### config.mk
export PLATFORM = sky130hd
export DESIGN_NAME = uart_tx_sched
export DESIGN_NICKNAME = d
export VERILOG_FILES = /design/src/rtl/uart_tx_sched_pkg.sv /design/src/rtl/uart_tx_sched_rr_pick.sv /design/src/rtl/uart_tx_sched.sv
export SDC_FILE = /design/constraint.sdc
export NUM_CORES = 1
export LEC_CHECK = 0
export BUFFER_PORTS_ARGS = -buffer_cell sky130_fd_sc_hd__clkbuf_2
export CORE_AREA = 8 8 56 58
export DETAILED_ROUTE_END_ITERATION = 12
export DIE_AREA = 0 0 64 66
export PLACE_DENSITY = 0.82
export SLEW_MARGIN = 30
export SYNTH_ARGS = -nofsm -noshare
export SYNTH_HDL_FRONTEND = slang
export SYNTH_SLANG_ARGS = --single-unit
### constraint.sdc
create_clock -name i_clk -period 3.3 [get_ports i_clk]
set_clock_uncertainty 0.2 [all_clocks]
set_input_delay 0.33 -clock i_clk [delete_from_list [all_inputs] [get_ports i_clk]]
set_output_delay 0.33 -clock i_clk [all_outputs]
set_load 0.01 [all_outputs]
### src/rtl/uart_tx_sched_pkg.sv
// Shared types and defaults for the UART transmit scheduler.
package uart_tx_sched_pkg;

  // FSM state encoding
  typedef enum logic [1:0] {
    IDLE   = 2'b00,
    LAUNCH = 2'b01,
    WAIT   = 2'b10
  } state_t;

  localparam int unsigned NREQ_DEF   = 4;
  localparam int unsigned DATA_W_DEF = 8;
  // owner index width covers the full legal NREQ range (up to 8)
  localparam int unsigned OWNER_W    = 3;

endpackage

### src/rtl/uart_tx_sched_rr_pick.sv
// rr_pick: combinational round-robin selector; search starts one past the last owner.
module rr_pick
  import uart_tx_sched_pkg::*;
#(
  parameter int unsigned NREQ = NREQ_DEF
) (
  input  logic [NREQ-1:0]    req,
  input  logic [OWNER_W-1:0] last,
  output logic [OWNER_W-1:0] idx,
  output logic               valid
);

  // Walk offsets 1..NREQ from the last owner; the first active request wins.
  always_comb begin
    int unsigned cand;
    logic        found;
    cand  = 0;
    found = 1'b0;
    idx   = '0;
    for (int unsigned off = 1; off <= NREQ; off++) begin
      cand = (32'(last) + off) % NREQ;
      for (int unsigned j = 0; j < NREQ; j++) begin
        if (!found && (j == cand) && req[j]) begin
          found = 1'b1;
          idx   = OWNER_W'(j);
        end
      end
    end
    valid = found;
  end

endmodule

### src/rtl/uart_tx_sched.sv
// uart_tx_sched: round-robin arbiter feeding a single UART transmitter.
// Optional WAIT-state watchdog enabled by defining UART_TX_SCHED_TIMEOUT_EN.
module uart_tx_sched
  import uart_tx_sched_pkg::*;
#(
  parameter int unsigned NREQ    = NREQ_DEF,
  parameter int unsigned DATA_W  = DATA_W_DEF,
  parameter int unsigned TIMEOUT = 4095
) (
  input  logic                   i_clk,
  input  logic                   i_reset,
  input  logic [NREQ-1:0]        i_req,
  input  logic [NREQ*DATA_W-1:0] i_data,
  output logic [NREQ-1:0]        o_grant,
  output logic                   o_tx_start,
  output logic [DATA_W-1:0]      o_tx_data,
  input  logic                   i_tx_done,
  output logic                   o_busy,
  output logic [OWNER_W-1:0]     o_owner,
  output logic                   o_timeout
);

  // Parameter sanity checks at elaboration
  if (NREQ < 2 || NREQ > 8) begin : g_nreq_chk
    $error("uart_tx_sched: NREQ must be in 2..8");
  end
  if (TIMEOUT < 1) begin : g_timeout_chk
    $error("uart_tx_sched: TIMEOUT must be at least 1");
  end

  localparam logic [NREQ-1:0] GRANT_ONE = NREQ'(1);

  state_t               state, state_d;
  logic [NREQ-1:0]      grant_d;
  logic                 start_d;
  logic [DATA_W-1:0]    data_d;
  logic                 busy_d;
  logic [OWNER_W-1:0]   owner_d;
  logic [OWNER_W-1:0]   pick_idx;
  logic                 pick_valid;
  logic [DATA_W-1:0]    pick_data;

`ifdef UART_TX_SCHED_TIMEOUT_EN
  localparam int unsigned CNT_W = $clog2(TIMEOUT + 1);
  logic [CNT_W-1:0] wd_cnt, wd_cnt_d;
  logic             timeout_d;
`endif

  rr_pick #(.NREQ(NREQ)) u_rr_pick (
    .req   (i_req),
    .last  (o_owner),
    .idx   (pick_idx),
    .valid (pick_valid)
  );

  // Byte mux for the winning requester
  always_comb begin
    pick_data = '0;
    for (int unsigned k = 0; k < NREQ; k++) begin
      if (pick_idx == OWNER_W'(k)) begin
        pick_data = i_data[k*DATA_W +: DATA_W];
      end
    end
  end

  // Next-state and next-output logic
  always_comb begin
    state_d = state;
    grant_d = '0;
    start_d = 1'b0;
    data_d  = o_tx_data;
    owner_d = o_owner;
`ifdef UART_TX_SCHED_TIMEOUT_EN
    wd_cnt_d  = wd_cnt;
    timeout_d = 1'b0;
`endif
    case (state)
      IDLE: begin
        if (pick_valid) begin
          state_d = LAUNCH;
          grant_d = GRANT_ONE << pick_idx;
          owner_d = pick_idx;
          data_d  = pick_data;
        end
      end
      LAUNCH: begin
        // i_tx_done is deliberately ignored here
        start_d = 1'b1;
        state_d = WAIT;
`ifdef UART_TX_SCHED_TIMEOUT_EN
        wd_cnt_d = '0;
`endif
      end
      WAIT: begin
        if (i_tx_done) begin
          state_d = IDLE;
        end
`ifdef UART_TX_SCHED_TIMEOUT_EN
        // done on the limit edge wins; owner already points past the aborted frame
        else if (wd_cnt == CNT_W'(TIMEOUT - 1)) begin
          state_d   = IDLE;
          timeout_d = 1'b1;
        end else begin
          wd_cnt_d = wd_cnt + CNT_W'(1);
        end
`endif
      end
      default: state_d = IDLE;
    endcase
    busy_d = (state_d != IDLE);
  end

  // State and output registers
  always_ff @(posedge i_clk or negedge i_reset) begin
    if (!i_reset) begin
      state      <= IDLE;
      o_grant    <= '0;
      o_tx_start <= 1'b0;
      o_tx_data  <= '0;
      o_busy     <= 1'b0;
      o_owner    <= OWNER_W'(NREQ - 1);
    end else begin
      state      <= state_d;
      o_grant    <= grant_d;
      o_tx_start <= start_d;
      o_tx_data  <= data_d;
      o_busy     <= busy_d;
      o_owner    <= owner_d;
    end
  end

`ifdef UART_TX_SCHED_TIMEOUT_EN
  // Watchdog counter and abort pulse
  always_ff @(posedge i_clk or negedge i_reset) begin
    if (!i_reset) begin
      wd_cnt    <= '0;
      o_timeout <= 1'b0;
    end else begin
      wd_cnt    <= wd_cnt_d;
      o_timeout <= timeout_d;
    end
  end
`else
  assign o_timeout = 1'b0;
`endif

endmodule

==> impl_metrics.py <==
metrics = {
    "yosys": {
        "ys_warn_count": 0,
        "syn_area_sq_um": 1030,
        "synth_ff_type": "dfrtp_1",
        "ys_seq_area_share_pct": 43.9,
        "synth_edf_count": 0,
        "synth_common_cells": "dfrtp_1, nor2_1, nand2_1, o21ai_0, o22ai_1",
        "synth.most_common_cell": "dfrtp_1",
        "yosys_register_bits": 18,
        "syn-instance-count": 107,
        "synth.top_cell.area_share_pct": 38.8,
        "synth_area_leaders": "dfrtp_1, a221oi_2, nor2_1, dfstp_2, buf_6",
        "yosysUniqueCellTypes": 33,
        "syn_area_per_cell_sq_um": 9.65,
        "synthArstFlopShare_pct": 100,
        "yosysTopAreaCell": "dfrtp_1",
    },
    "setup_path": {
        "arrival_ns": 2.14,
        "endpoint_kind": "flip-flop",
        "crit_type": "reg2reg",
        "worstRegToRegCells": 5,
        "crit_slowest_cell": "a211oi_1",
        "worstPathCellList": "nand2b_2 > o21ai_1 > a211oi_1 > a22oi_1 > o22ai_1",
        "worst-path-max-fanout": 9,
        "cp.required_ns": 3.32,
        "slowest_delay_ns": 0.65,
        "cp-start-kind": "flip-flop",
    },
    "sta": {
        "finalHoldViolCount": 0,
        "max_freq_mhz": 472,
        "final_max_slew_viol_count": 0,
        "tightest_slew_ns": 0.732,
        "layout_setup_ws_ns": 1.18,
        "period_needed_ns": 2.12,
        "finalCritPeriodShare_pct": 64.3,
        "setup_viol": 0,
        "relSlewSlack_pct": 50.9,
        "rsz0062_at_grt": "false",
        "final.setup.tns_ns": 0,
    },
    "floorplan": {
        "coreArea_sq_um": 2320,
        "initial_utilization_pct": 44.5,
        "io_pins": 57,
        "die_height_um": 66,
        "die-area_sq_um": 4220,
        "rows": 18,
        "die_w_um": 64,
    },
    "cells_and_area": {
        "area_delta_synth_final_pct": 27.6,
        "multi_input_area_sq_um": 499,
        "fillers": 225,
        "drive_gt1_share_pct": 43.4,
        "final_core_util_pct": 56.8,
        "fin_nets": 199,
        "final_cell_area_sq_um": 1320,
        "seq_area_sq_um": 453,
        "diodes": 0,
    },
    "placed_design": {
        "place_congestion": 0.802,
        "numPortBuffers": 54,
        "dp_hpwl_mm": 2.41,
        "placed_cell_area_sq_um": 1270,
        "pre_cts_ws_ns": 1.18,
    },
    "global_route": {
        "grt_pass1_wl_mm": 4.76,
        "antenna_found_initial": 0,
        "grt_pass1_vias": 1042,
        "globalRouteTotalUtil_pct": 13.7,
        "grt_max_degree": 19,
        "overflow": 0,
    },
    "clocking": {
        "cts_tree": "built",
        "cts.clk_slew.worst_paths_ns": 0.10,
        "cts_resized": 0,
        "cts_buffer_depth": 2,
        "cts.sink_count": 18,
        "h-tree-depth": 1,
        "clkLatencyLatePin_ns": 0.29,
        "cts_root_buf": "clkbuf_4",
        "cts_buffers": 3,
    },
    "power": {
        "vdd_drop_max_mv": 0.485,
        "p_per_area_nw_per_um2": 850,
        "p_leak_nw": 0.674,
        "fin_total_pwr_w": 0.00112,
    },
    "route": {
        "drtAntennaViolNets": 0,
        "drc": 0,
        "drt_iter0_markers": 67,
        "first_pass_iters": 4,
        "routed_via_density": 5.52,
        "wl_per_cell_um": 16.0,
        "vias": 1043,
        "routed_wirelength_mm": 3.03,
    },
    "run": {
        "maxCapViolations": 0,
    },
    "min_path": {
        "hold-path-cell-count": 3,
        "min_path_type": "in2reg",
    },
    "outcome": {
        "outcome": "finished, final reports clean",
    },
}
## stage by stage
step / cells / hold slack [ns]
after floorplan: 108 / -0.166
after global placement: 184 / 0.0827
after detailed placement: 184 / 0.102
after CTS: 189 / 0.0498
after global routing: 189 / 0.0496
final: 189 / 0.0578
## cell type report
| type | count | area share, % |
|---|---|---|
| Tap cell | 30 | 2.85 |
| Timing Repair Buffer | 55 | 21.3 |
| Multi-Input combinational cell | 79 | 37.9 |
| Sequential cell | 18 | 34.4 |
| Inverter | 3 | 0.855 |
| Clock buffer | 4 | 2.75 |
## logic make-up after synthesis
kind of cell	after synthesis	synth area share (%)
buffers and inverters	11	8.12
other	1	0.363
flip-flops	18	43.9
AND/OR/NAND/NOR	36	17.0
AO/OA/AOI/OAI	41	30.7
## critical path, delay by kind of cell, from the launching register on
family	cells	cell delay (ns)
simple gates	1	0.16
flops	1	0.61
compound gates	4	1.08
## report_power, final
part / switching [W] / leakage [nW] / internal [W]
Clock: 0.0000687 / 0.0210 / 0.0000672
Combinational: 0.000329 / 0.438 / 0.000245
Sequential: 0.0000769 / 0.215 / 0.000334
Total: 0.000474 / 0.674 / 0.000646
## final timing paths
| check | from | end | slack (ns) |
|---|---|---|---|
| min in group asynchronous | i_reset | o_grant[2]$_DFF_PN0_ | 0.30 |
| worst min-delay path | i_data[31] | o_tx_data[7]$_DFFE_PN0P_ | 0.06 |
| worst max-delay path | o_owner[0]$_DFFE_PN1P_ | o_tx_data[6]$_DFFE_PN0P_ | 1.18 |
| max in group asynchronous | i_reset | o_owner[0]$_DFFE_PN1P_ | 2.26 |
| worst min register to register | state[1]$_DFF_PN0_ | o_tx_start$_DFF_PN0_ | 0.29 |
| worst max register to register | o_owner[0]$_DFFE_PN1P_ | o_tx_data[6]$_DFFE_PN0P_ | 1.18 |
## cells in the final DEF (no fill, tap or decap), drive strengths merged
master,n
dlygate4sd3,1
a22o,2
dfstp,2
nor3,3
nor2,16
o22ai,5
a22oi,4
a31oi,4
a21o,2
a211o,1
and2b,1
o211a,1
a222oi,4
o21ai,8
a221o,1
nor4,1
nand2b,4
a211oi,1
conb,2
nor2b,1
a21oi,4
nand2,7
clkbuf,58
dfrtp,16
inv,3
and2,3
a221oi,4
## flip-flops by register name, indices dropped and copies added, names as in the netlist
| name | count |
|---|---|
| o_busy | 1 |
| o_owner | 2 |
| state | 2 |
| o_grant | 4 |
| o_tx_start | 1 |
| o_tx_data | 8 |
## metal layers
metal  wire [um]  track usage [%]  up-vias
li1            -                -      500
met1        1270             15.1      489
met2        1460             23.8       52
met3         295             5.25        2
met4           7             4.46        0
met5           0                0        -
## timing repair
action / CTS / global route
setup buffers: 0 / 0
setup endpoints to repair: 0 / 0
endpoints found under the hold margin: 16 / 0
hold buffers: 1 / 0
Power figures use the tool's default switching activity.
